$ cat config.mk
export PLATFORM = sky130hd
export DESIGN_NAME = q_i_dot_gather
export DESIGN_NICKNAME = d
export VERILOG_FILES = /design/src/rtl/qr_pkg.sv /design/src/rtl/gather_idx_counter.sv /design/src/rtl/q_i_dot_gather.sv
export SDC_FILE = /design/constraint.sdc
export NUM_CORES = 1
export LEC_CHECK = 0
export ABC_AREA = 1
export BUFFER_PORTS_ARGS = -buffer_cell sky130_fd_sc_hd__buf_2
export CAP_MARGIN = 10
export CORE_MARGIN = 2
export CORE_UTILIZATION = 53
export CTS_CLUSTER_DIAMETER = 100
export CTS_CLUSTER_SIZE = 14
export DETAILED_ROUTE_END_ITERATION = 10
export PLACE_DENSITY_LB_ADDON = 0.2
export SETUP_SLACK_MARGIN = 0.2
export SLEW_MARGIN = 5
export SYNTH_ARGS = -nofsm -noshare
export SYNTH_HDL_FRONTEND = slang
export SYNTH_SLANG_ARGS = --single-unit
export TNS_END_PERCENT = 10
$ cat constraint.sdc
create_clock -name clk -period 2.1 [get_ports clk]
set_input_delay 0.105 -clock clk [delete_from_list [all_inputs] [get_ports clk]]
set_output_delay 0.105 -clock clk [all_outputs]
set_load 0.03 [all_outputs]
$ cat src/rtl/qr_pkg.sv
// ============================================================================
//  Module      : qr_pkg
//  Description : Shared types and sizes for the Q-column element datapath.
//                ELEM_W / VEC_N give the default element width and vector
//                length. gather_state_t encodes the receive-side gather FSM.
//  Revision    : 1.0 - initial release
// ============================================================================
`default_nettype none

package qr_pkg;

    localparam int ELEM_W = 16;
    localparam int VEC_N  = 3;

    typedef logic [ELEM_W-1:0] elem_t;

    typedef enum logic [0:0] {
        COLLECT = 1'b0,
        FULL    = 1'b1
    } gather_state_t;

endpackage : qr_pkg

`default_nettype wire

$ cat src/rtl/gather_idx_counter.sv
// ============================================================================
//  Module      : gather_idx_counter
//  Description : Element index counter that wraps at N. It is the team
//                counter with a restart input, which loads 1 because the
//                element that restarts a vector is always element 0.
//  Ports       : clk        - rising-edge clock
//                i_clr_n    - synchronous active-low clear (count <= 0)
//                i_en       - advance (or restart) this cycle
//                i_restart  - with i_en: load 1 instead of incrementing
//                o_count    - current index
//                o_tc       - terminal count (o_count == N-1)
//  Revision    : 1.0 - initial release
// ============================================================================
`default_nettype none

module gather_idx_counter
    import qr_pkg::*;
#(
    parameter int N  = VEC_N,
    parameter int CW = (N > 1) ? $clog2(N) : 1
) (
    input  logic          clk,
    input  logic          i_clr_n,
    input  logic          i_en,
    input  logic          i_restart,
    output logic [CW-1:0] o_count,
    output logic          o_tc
);

    logic [CW-1:0] r_count;

    always_ff @(posedge clk) begin
        if (!i_clr_n) begin
            r_count <= '0;
        end else if (i_en) begin
            if (i_restart) begin
                r_count <= CW'(1);
            end else if (o_tc) begin
                r_count <= '0;
            end else begin
                r_count <= r_count + CW'(1);
            end
        end
    end

    assign o_count = r_count;
    assign o_tc    = (r_count == CW'(N - 1));

endmodule : gather_idx_counter

`default_nettype wire

$ cat src/rtl/q_i_dot_gather.sv
// ============================================================================
//  Module      : q_i_dot_gather
//  Description : Rebuilds an N-element vector from a serial stream of W-bit
//                elements (one per accepted cycle) and holds it stable until
//                the consumer acknowledges it. An in_first marker restarts
//                assembly, so a misaligned stream resynchronises.
//  Ports       : clk        - rising-edge clock
//                reset      - synchronous active-low reset
//                in_valid   - in_data / in_first valid
//                in_first   - marks element 0 of a vector
//                in_data    - serial element
//                in_ready   - element can be accepted (COLLECT state)
//                q_vec      - assembled vector, element k at [k*W +: W]
//                vec_valid  - q_vec complete and stable
//                out_ack    - consumer has taken q_vec
//                seq_err    - one-cycle pulse per protocol violation
//                idx        - next element index expected
//  Revision    : 1.0 - initial release
// ============================================================================
`default_nettype none

module q_i_dot_gather
    import qr_pkg::*;
#(
    parameter int W  = ELEM_W,
    parameter int N  = VEC_N,
    parameter int CW = (N > 1) ? $clog2(N) : 1
) (
    input  logic           clk,
    input  logic           reset,
    input  logic           in_valid,
    input  logic           in_first,
    input  logic [W-1:0]   in_data,
    output logic           in_ready,
    output logic [N*W-1:0] q_vec,
    output logic           vec_valid,
    input  logic           out_ack,
    output logic           seq_err,
    output logic [CW-1:0]  idx
);

    // A single-element vector would need to go FULL on the restart element,
    // which the restart path does not do.
    if (N < 2) begin : g_bad_n
        $error("q_i_dot_gather: N must be at least 2");
    end

    gather_state_t  r_state;
    gather_state_t  w_state_nxt;
    logic           r_seq_err;
    logic           w_seq_err_nxt;
    logic           w_accept;
    logic           w_write;
    logic           w_cnt_en;
    logic           w_restart;
    logic [CW-1:0]  w_idx;
    logic [CW-1:0]  w_wr_idx;
    logic           w_tc;
    logic [N*W-1:0] r_q_vec;

    gather_idx_counter #(
        .N  (N),
        .CW (CW)
    ) u_idx_cnt (
        .clk       (clk),
        .i_clr_n   (reset),
        .i_en      (w_cnt_en),
        .i_restart (w_restart),
        .o_count   (w_idx),
        .o_tc      (w_tc)
    );

    assign in_ready = (r_state == COLLECT);
    assign w_accept = in_valid && in_ready;

    always_ff @(posedge clk) begin
        if (!reset) begin
            r_state   <= COLLECT;
            r_seq_err <= 1'b0;
        end else begin
            r_state   <= w_state_nxt;
            r_seq_err <= w_seq_err_nxt;
        end
    end

    always_comb begin
        w_state_nxt   = r_state;
        w_write       = 1'b0;
        w_cnt_en      = 1'b0;
        w_restart     = 1'b0;
        w_wr_idx      = w_idx;
        w_seq_err_nxt = 1'b0;
        case (r_state)
            COLLECT: begin
                if (w_accept) begin
                    if (in_first) begin
                        // Restart always lands on element 0; a partial
                        // vector in progress is abandoned and flagged.
                        w_write       = 1'b1;
                        w_wr_idx      = '0;
                        w_cnt_en      = 1'b1;
                        w_restart     = 1'b1;
                        w_seq_err_nxt = (w_idx != '0);
                    end else if (w_idx == '0) begin
                        // Element 0 without its marker: drop it.
                        w_seq_err_nxt = 1'b1;
                    end else begin
                        w_write  = 1'b1;
                        w_cnt_en = 1'b1;
                        if (w_tc) begin
                            w_state_nxt = FULL;
                        end
                    end
                end
            end
            FULL: begin
                if (out_ack) begin
                    w_state_nxt = COLLECT;
                end
            end
            default: begin
                w_state_nxt = COLLECT;
            end
        endcase
    end

    for (genvar k = 0; k < N; k++) begin : g_elem
        always_ff @(posedge clk) begin
            if (!reset) begin
                r_q_vec[k*W +: W] <= '0;
            end else if (w_write && (w_wr_idx == CW'(k))) begin
                r_q_vec[k*W +: W] <= in_data;
            end
        end
    end

    assign q_vec     = r_q_vec;
    assign vec_valid = (r_state == FULL);
    assign seq_err   = r_seq_err;
    assign idx       = w_idx;

endmodule : q_i_dot_gather

`default_nettype wire

==> run_results.csv, run 1 <==
group,metric,value,unit
run_status,status,"finished, final reports clean",
sta,setup_viol,0,
power,finalPower,1.92,mW
layout,layout.area.seq,1040,um2
global_route,grt_pass1_wl,8460,um
drt,wl_per_cell,12.5,um
drt,wl,5310,um
placed_design,dp_slack,0.471,ns
power,sw_frac_of_total,29.4,%
floorplan,die_area,4680,um2
power,leakage,1.33,nW
clocking,cts_tree,"yes",
drt,first_pass_iters,4,
power,vdd_drop_max,0.000522,V
clocking,cts-hold-fix-buffers,0,
layout,mostFrequentLayoutCells,"nor2_1 (101), buf_2 (73), nand2_1 (54)",
drt,vias,2087,
drt,drc,0,
power,p_switching,0.564,mW
power,p_int,1.35,mW
layout,drive_above_1_share,25.9,%
job,maxCapViolCount,0,
floorplan,initial_utilization,54.9,%
layout,final_util,65.5,%
layout,multi_input_area,967,um2
floorplan,design.core.area,4000,um2
placed_design,dp_hpwl,3910,um
critical_path,crit_path_end_kind,"flop",
sta,hold_viol_final,0,
placed_design,place_congestion,0.878,
logic_synthesis,avgSynthCellArea,7.13,um2
logic_synthesis,ys_types,18,
sta,rsz0062_at_grt,"false",
critical_path,worstPathRequired,2.30,ns
power,cellPowerDensity,732,nW/um2
power,p_comb_share,17.4,%
floorplan,rows,23,
power,clkPwrFrac,27.8,%
critical_path,crit_type,"reg -> reg",
critical_path,start_kind,"flop",
critical_path,crit_path_max_fanout,39,
sta,skew,0.00511,ns
clocking,cts_post_setup_buffers_inserted,0,
clocking,cts_max_level,2,
drt,drtAntennaViolNets,0,
sta,worst_pin_slew,0.694,ns
layout,final_common_cell,"nor2_1",
sta,layout_setup_ws,0.450,ns
sta,drv_slew,0,
drt,drt-initial-drc-count,146,
layout,fill_cells,381,
layout,insertedDiodeCount,0,
critical_path,arrival,1.85,ns
clocking,path_clk_slew,0.09,ns
logic_synthesis,ys_warn_count,0,
sta,layout_min_cycle_time,1.65,ns
placed_design,numPortBuffers,73,
sta,fmaxAchievable,606,MHz
floorplan,die_x,68.4,um
global_route,grt_max_degree,40,
sta,post-route-period-util,78.6,%
layout,syn_to_final_growth,19.2,%
logic_synthesis,ys_seq_area_share,47.4,%
logic_synthesis,syn-num-nets,330,
global_route,grt_usage,24.8,%
sta,setup_tns,0,ns
global_route,grt_pass1_vias,1798,
clocking,root_buffer,"clkbuf_8",
clocking,ctsLongestPathBuffers,2,
global_route,grt_overflow,0,
logic_synthesis,synth_seq_cells,52,
floorplan,io-pin-count,74,
clocking,cts_resized,0,
sta,relSlewSlack,53.7,%
min_path,hold_class,"in -> reg",
logic_synthesis,synthCells,308,
clocking,clk_latency,0.30,ns
clocking,cts_buffers,5,
power,power_frac_seq,54.7,%
clocking,cts.sinks,52,
sta,fin_hold_ws,0.0941,ns
floorplan,die_h,68.4,um
layout,nets,397,
logic_synthesis,syn_area,2200,um2
global_route,antenna_found_initial,0,
drt,viasPerCell,4.91,
## path summary, 6_finish.rpt
path	to	from	cells after the start	slack, ns
worst min-delay path	vec_valid	out_ack	4	0.09
worst min register to register	q_vec[32]	q_vec[32]	2	0.48
worst max-delay path	q_vec[6]	u_idx_cnt.o_count[1]	7	0.45
worst max register to register	q_vec[6]	u_idx_cnt.o_count[1]	7	0.45
## logic make-up (layout without fill, tap and decap cells)
group / after synthesis / after routing / share of synthesized area [%]
fa+ha+maj: 1 / 1 / 0.569
buf+inv: 38 / 105 / 8.60
flops: 52 / 52 / 47.4
compound gates: 3 / 3 / 0.854
simple gates: 214 / 214 / 42.6
## cells in the mapped netlist
library cell	number	area share [%]
nor3_1	1	0.23
nand3_1	48	11
buf_6	3	1.5
inv_2	4	0.68
buf_2	4	0.91
buf_1	4	0.68
a21oi_1	2	0.46
o21ai_2	1	0.40
buf_4	5	1.7
ha_1	1	0.57
nor2_4	5	2.6
nor2_2	2	0.57
dfxtp_1	52	47
nand2_1	54	9.2
inv_1	18	3.1
nor2_1	101	17
nand3_2	2	0.91
nand3b_4	1	0.91
## layout make-up
type	count	share of cell area (%)
clock buffers	6	2.77
flip-flops and latches	52	39.8
inverters	22	3.15
clock inverters	1	0.191
well taps	50	2.39
repair buffers	76	14.8
multi-input cells	218	36.9
## state kept, by name, summed over array words and instances (netlist names)
register,flops
u_idx_cnt.o_count,2
vec_valid,1
q_vec,48
seq_err,1
## through the flow
stage          cells  cell area (um2)
6_report         425             2620
5_1_grt          425             2620
4_1_cts          425             2620
3_5_place_dp     418             2540
3_3_place_gp     418             2540
2_1_floorplan    308             2200
## per-layer routing
metal | share of wire (%) | global-route usage [%] | up-vias
li1 | - | - | 1079
met1 | 45 | 33.3 | 922
met2 | 45 | 38.0 | 79
met3 | 8.3 | 7.07 | 7
met4 | 1.8 | 8.25 | 0
met5 | 0 | 0 | -
## critical path: stages (launching register included)
cell	delay, ns
dfxtp_1	0.51
nor2_2	0.09
ha_1	0.21
nor2_2	0.12
buf_4	0.34
nand3_1	0.12
nand2_1	0.10
nor2_1	0.05
## power by group through the flow
stage          logic, mW  registers (mW)  clock network [mW]
6_report           0.334            1.05               0.533
5_1_grt            0.370            1.05               0.584
4_1_cts            0.334            1.05               0.547
3_5_place_dp       0.334            1.07                   0
3_3_place_gp       0.330            1.07                   0
2_1_floorplan      0.163            1.15                   0
(Power assumes the default switching activity.)
==> run 2, diff against run 1 <==
--- a/config.mk
+++ b/config.mk
@@ -5,11 +5,11 @@
 export SDC_FILE = /design/constraint.sdc
 export NUM_CORES = 1
 export LEC_CHECK = 0
-export ABC_AREA = 1
+export ABC_AREA = 0
 export BUFFER_PORTS_ARGS = -buffer_cell sky130_fd_sc_hd__buf_2
 export CAP_MARGIN = 10
 export CORE_MARGIN = 2
-export CORE_UTILIZATION = 53
+export CORE_UTILIZATION = 48
 export CTS_CLUSTER_DIAMETER = 100
 export CTS_CLUSTER_SIZE = 14
 export DETAILED_ROUTE_END_ITERATION = 10
==> constraint.sdc (replaced) <==
create_clock -name clk -period 1.6 [get_ports clk]
set_input_delay 0.08 -clock clk [delete_from_list [all_inputs] [get_ports clk]]
set_output_delay 0.08 -clock clk [all_outputs]
set_load 0.03 [all_outputs]
==> run 2 against run 1 <==
  * Area after synthesis down 9.2%
  * Register-to-register slack got worse by 0.26 ns
  * Largest cell class unchanged
  * Fmax grew 17%
  * Global-route usage shrank 6.3 points
  * Sequential share of layout area up 1.3 points
  * Final cell count is 24% lower
  * Utilization fell by 1.6 points
==> run_results.csv, run 2 <==
group,metric,value,unit
logic_synthesis,syn-num-nets,219,
clocking,root_buffer,"clkbuf_8",
layout,syn_to_final_growth,28.0,%
critical_path,crit_slowest_cell,"dfxtp_4",
sta,fmaxAchievable,710,MHz
critical_path,regToRegEndpoint,"q_vec[47]",
placed_design,numPortBuffers,73,
logic_synthesis,synth_edf_count,0,
global_route,antenna_found_initial,0,
power,p_comb_share,12.7,%
global_route,grt_pass1_vias,1411,
drt,viasPerCell,4.81,
layout,fill_cells,364,
min_path,hold_class,"in -> reg",
critical_path,crit_path_max_incr_delay,0.37,ns
logic_synthesis,async_reset_ff_share,0,%
critical_path,worstPathRequired,1.79,ns
layout,multi_input_area,876,um2
global_route,grt_max_degree,69,
layout,final_common_cell,"buf_2",
logic_synthesis,synth_area_leader_cell,"dfxtp_1",
critical_path,arrival,1.59,ns
floorplan,rows,23,
layout,layout.area.seq,1050,um2
logic_synthesis,avgSynthCellArea,10.1,um2
logic_synthesis,synth_seq_cells,52,
sta,post-route-period-util,88.0,%
power,cellPowerDensity,957,nW/um2
power,finalPower,2.44,mW
power,leakage,1.45,nW
power,p_int,1.84,mW
floorplan,design.core.area,4000,um2
layout,nets,295,
logic_synthesis,syn_area,1990,um2
min_path,min_path_cells,3,
global_route,grt_usage,18.5,%
clocking,cts.sinks,52,
clocking,cts-hold-fix-buffers,0,
logic_synthesis,synth_ff_type,"dfxtp_1",
clocking,cts_buffers,5,
drt,vias,1553,
power,vdd_drop_max,0.000701,V
global_route,grt_pass1_wl,6350,um
sta,setup_tns,0,ns
sta,hold_viol_final,0,
critical_path,start_kind,"flop",
drt,wl_per_cell,12.3,um
drt,wl,3970,um
sta,fin_hold_ws,0.0326,ns
logic_synthesis,synth.area.top_cells,"dfxtp_1 (52%), mux2i_1 (24%), nand2_1 (13%)",
critical_path,crit_chain,"nor2_4 > ha_4 > nor3b_4 > buf_4 > nand3_4 > buf_12 > mux2i_1",
job,maxCapViolCount,0,
global_route,grt_overflow,0,
logic_synthesis,ys_warn_count,0,
placed_design,dp_hpwl,2740,um
drt,drc,0,
placed_design,place_congestion,0.705,
critical_path,crit_path_max_fanout,16,
critical_path,r2r_cells,7,
floorplan,die_h,68.5,um
floorplan,die_x,68.5,um
power,sw_frac_of_total,24.6,%
drt,drtAntennaViolNets,0,
min_path,worstHoldEndpoint,"vec_valid",
logic_synthesis,synth_top_area_share,52.2,%
sta,relSlewSlack,81.8,%
critical_path,worstPathBufferInverterCount,2,
placed_design,dp.cells,312,
layout,largest_reg_flops,48,
run_status,status,"finished, final reports clean",
critical_path,reg2reg_slack,0.19,ns
critical_path,path_delay_family,"flip-flops",
power,clkPwrFrac,32.1,%
logic_synthesis,synthCells,197,
logic_synthesis,ys_types,20,
layout,drive_above_1_share,35.2,%
clocking,cts_tree,"yes",
sta,rsz0062_at_grt,"true",
sta,skew,0.00696,ns
sta,drv_slew,0,
sta,worst_pin_slew,0.273,ns
floorplan,die_area,4690,um2
layout,final_cells,323,
sta,setup_viol,0,
logic_synthesis,ys_seq_area_share,52.2,%
drt,drt-initial-drc-count,56,
logic_synthesis,synth_most_common_cell,"nand2_1",
clocking,path_clk_slew,0.09,ns
min_path,min_from,"out_ack",
sta,layout_min_cycle_time,1.41,ns
drt,first_pass_iters,4,
power,p_switching,0.602,mW
power,power_frac_seq,55.2,%
critical_path,crit_type,"reg -> reg",
critical_path,crit_path_end_kind,"flop",
floorplan,initial_utilization,49.9,%
logic_synthesis,netlist_top_cells_count,"nand2_1 (67), dfxtp_1 (52), mux2i_1 (48), clkbuf_1 (6)",
critical_path,crit-reg2reg-launch,"u_idx_cnt.o_count[0]",
clocking,cts_max_level,2,
clocking,clk_latency,0.30,ns
layout,insertedDiodeCount,0,
layout,mostFrequentLayoutCells,"buf_2 (73), nand2_1 (67), dfxtp_1 (50)",
floorplan,io-pin-count,74,
clocking,ctsLongestPathBuffers,2,
==> run 2: area by class of cell <==
type	instances	area share [%]
clock buffers	7	3.82
inverters	2	0.294
multi-input cells	130	34.3
flip-flops and latches	52	41.1
well taps	50	2.45
repair buffers	82	18.1
==> run 2: per-stage QoR <==
stage	instance area [um2]	setup WS, ns	utilization, %
global placement	2410	0.0995	60.2
CTS	2550	0.195	63.8
detailed placement	2410	0.0656	60.2
finish	2550	0.193	63.8
global route	2550	0.127	63.8
floorplan	2030	0.0849	-
==> run 2: power by group through the flow <==
stage	registers [mW]	logic, mW	clock network (mW)
after global routing	1.35	0.338	0.872
after detailed placement	1.38	0.304	0
after global placement	1.38	0.303	0
after floorplan	1.46	0.141	0
final	1.35	0.311	0.783
after CTS	1.35	0.315	0.812
==> run 2: metal layers <==
metal / vias up / wire [um] / GRT usage [%]
met5: - / 0 / 0
met3: 6 / 225 / 5.92
met4: 0 / 55 / 6.75
li1: 794 / - / -
met1: 709 / 1880 / 22.5
met2: 44 / 1810 / 30.2
==> run 2: worst reg2reg max path, delay by kind of cell, from the launching register on <==
kind | cells | cell delay (ns)
muxes | 1 | 0.13
DFF | 1 | 0.37
buffers and inverters | 2 | 0.33
and+or+nand+nor | 3 | 0.32
adders and majority gates | 1 | 0.16
==> run 2: repair_timing <==
item                       4_1_cts  5_1_grt
buffers inserted                 4        0
setup endpoints to repair       46       44
pin swaps                        2        0
gates resized for setup          1        0
==> run 2: kinds of logic (layout without fill, tap and decap cells) <==
group / count (synthesis) / in the layout / synth area share (%)
AO/OA/AOI/OAI: 4 / 4 / 1.38
adder cells (fa/ha/maj): 1 / 1 / 0.627
buffers and inverters: 15 / 91 / 5.08
flip-flops: 52 / 52 / 52.2
multiplexers: 48 / 48 / 24.1
AND/OR/NAND/NOR: 77 / 77 / 16.6
==> run 2: how the worst max path moves through the flow <==
stage,endpoint,cells past startpoint,startpoint
after floorplan,q_vec[30],7,u_idx_cnt.o_count[1]
after global placement,q_vec[25],6,u_idx_cnt.o_count[1]
after detailed placement,q_vec[46],5,u_idx_cnt.o_count[1]
after CTS,q_vec[47],7,u_idx_cnt.o_count[0]
after global routing,q_vec[44],7,u_idx_cnt.o_count[0]
final,q_vec[47],7,u_idx_cnt.o_count[0]
==> run 3, diff against run 2 <==
--- a/config.mk
+++ b/config.mk
@@ -8,6 +8,7 @@
 export ABC_AREA = 0
 export BUFFER_PORTS_ARGS = -buffer_cell sky130_fd_sc_hd__buf_2
 export CAP_MARGIN = 10
+export CORE_ASPECT_RATIO = 1.1
 export CORE_MARGIN = 2
 export CORE_UTILIZATION = 48
 export CTS_CLUSTER_DIAMETER = 100
==> constraint.sdc (replaced) <==
create_clock -name clk -period 1.6 [get_ports clk]
set_input_delay 0.32 -clock clk [delete_from_list [all_inputs] [get_ports clk]]
set_output_delay 0.32 -clock clk [all_outputs]
set_load 0.03 [all_outputs]
==> run 3 against run 2 <==
  * Die area is essentially flat
  * Sequential power is essentially flat
  * Final cell count grew 1.2%
  * Non-clock buffer count grew 1
  * Clock skew is essentially flat
  * Utilization grew 1.2 points
  * Critical endpoint unchanged
  * Register-to-register slack is essentially flat
  * Critical path depth is the same
==> run_results.csv, run 3 (same netlist as run 2, synthesis figures left out) <==
group,metric,value,unit
critical_path,crit_path_max_fanout,16,
floorplan,rows,24,
sta,rsz0062_at_grt,"true",
clocking,cts_max_level,2,
sta,worst_pin_slew,0.251,ns
drt,wl,4020,um
sta,relSlewSlack,83.2,%
clocking,path_clk_slew,0.08,ns
critical_path,worstPathRequired,1.79,ns
drt,drc,0,
drt,vias,1547,
sta,layout_min_cycle_time,1.40,ns
critical_path,worstPathBufferInverterCount,2,
layout,insertedDiodeCount,0,
sta,hold_viol_final,0,
min_path,min_from,"out_ack",
critical_path,crit_path_max_incr_delay,0.37,ns
critical_path,crit_type,"reg -> reg",
drt,drt-initial-drc-count,70,
power,leakage,1.47,nW
global_route,grt_pass1_vias,1486,
job,maxCapViolCount,0,
layout,drive_above_1_share,35.6,%
sta,setup_viol,0,
global_route,grt_overflow,0,
clocking,cts_tree,"yes",
clocking,cts_buffers,5,
placed_design,place_congestion,0.734,
sta,fin_hold_ws,0.282,ns
min_path,hold_class,"in -> reg",
placed_design,numPortBuffers,73,
clocking,cts.sinks,52,
layout,mostFrequentLayoutCells,"buf_2 (73), nand2_1 (67), dfxtp_1 (50)",
critical_path,crit_path_end_kind,"flop",
critical_path,crit_chain,"nor2_4 > ha_4 > nor3b_4 > buf_4 > nand3_4 > buf_12 > mux2i_1",
floorplan,die_area,4690,um2
clocking,root_buffer,"clkbuf_8",
global_route,antenna_found_initial,0,
drt,first_pass_iters,4,
clocking,cts_resized,0,
floorplan,initial_utilization,50.3,%
layout,fill_cells,376,
sta,skew,0.00670,ns
sta,fmaxAchievable,713,MHz
run_status,status,"finished, final reports clean",
critical_path,path_delay_family,"flip-flops",
drt,wl_per_cell,12.3,um
sta,drv_slew,0,
sta,post-route-period-util,87.7,%
critical_path,start_kind,"flop",
layout,nets,296,
placed_design,dp_hpwl,2890,um
drt,viasPerCell,4.73,
critical_path,crit_slowest_cell,"dfxtp_4",
sta,setup_tns,0,ns
layout,syn_to_final_growth,29.4,%
critical_path,critPathLaunch,"u_idx_cnt.o_count[1]",
clocking,ctsLongestPathBuffers,2,
clocking,clk_latency,0.30,ns
floorplan,design.core.area,3960,um2
global_route,grt_max_degree,45,
global_route,grt_pass1_wl,6700,um
layout,final_common_cell,"buf_2",
critical_path,crit-reg2reg-launch,"u_idx_cnt.o_count[1]",
power,vdd_drop_max,0.000594,V
layout,largest_reg_flops,48,
power,finalPower,2.42,mW
global_route,grt_usage,18.7,%
power,cellPowerDensity,939,nW/um2
floorplan,die_h,71.6,um
floorplan,die_x,65.5,um
floorplan,io-pin-count,74,
critical_path,arrival,1.59,ns
drt,drtAntennaViolNets,0,
## run 3: timing repair
action                                  in CTS  in global routing
buffers inserted                             4                  0
pin swaps                                    2                  0
endpoints found under the setup margin      50                 34
hold buffers                                 0                  0
endpoints found under the hold margin        0                  0
## run 3: stage by stage
step	area (um2)	cells	setup slack, ns	util [%]
after detailed placement	2440	315	0.0362	61.7
final	2580	327	0.197	65.1
after global placement	2440	315	0.0688	61.7
after global routing	2580	327	0.107	65.1
after CTS	2580	327	0.194	65.1
after floorplan	2030	197	0.0849	-
## run 3: layout make-up
cell class | count | area [um2] | share of cell area [%]
inverter | 2 | 7.51 | 0.291
tap | 52 | 65.1 | 2.52
clock buffer | 7 | 86.3 | 3.35
multi-input combinational | 130 | 876 | 33.9
sequential | 52 | 1050 | 40.6
timing repair buffer | 83 | 490 | 19.0
clock inverter | 1 | 6.26 | 0.242
## run 3: worst paths after layout
check	slack (ns)	cells after the start	endpoint
max	0.20	7	q_vec[47]
min	0.28	3	vec_valid
max reg2reg	0.20	7	q_vec[47]
min reg2reg	0.46	2	q_vec[23]
## run 3: report_power, final
part           switching [mW]  internal (mW)  leakage [nW]  total (mW)
Sequential             0.0189           1.33         0.423        1.35
Clock                   0.398          0.353        0.0488       0.751
Combinational           0.197          0.124         0.993       0.322
## run 3: worst min-delay path, cell delays in order
cell	delay (ns)
buf_2	0.07
or2b_1	0.09
a21boi_1	0.05
## run 3: metal layers
metal	up-vias	part of all wire (%)	track usage (%)
li1	796	-	-
met1	703	43	22.4
met2	43	50	31.7
met3	5	5.9	5.49
met4	0	1.2	6.94
met5	-	0	0
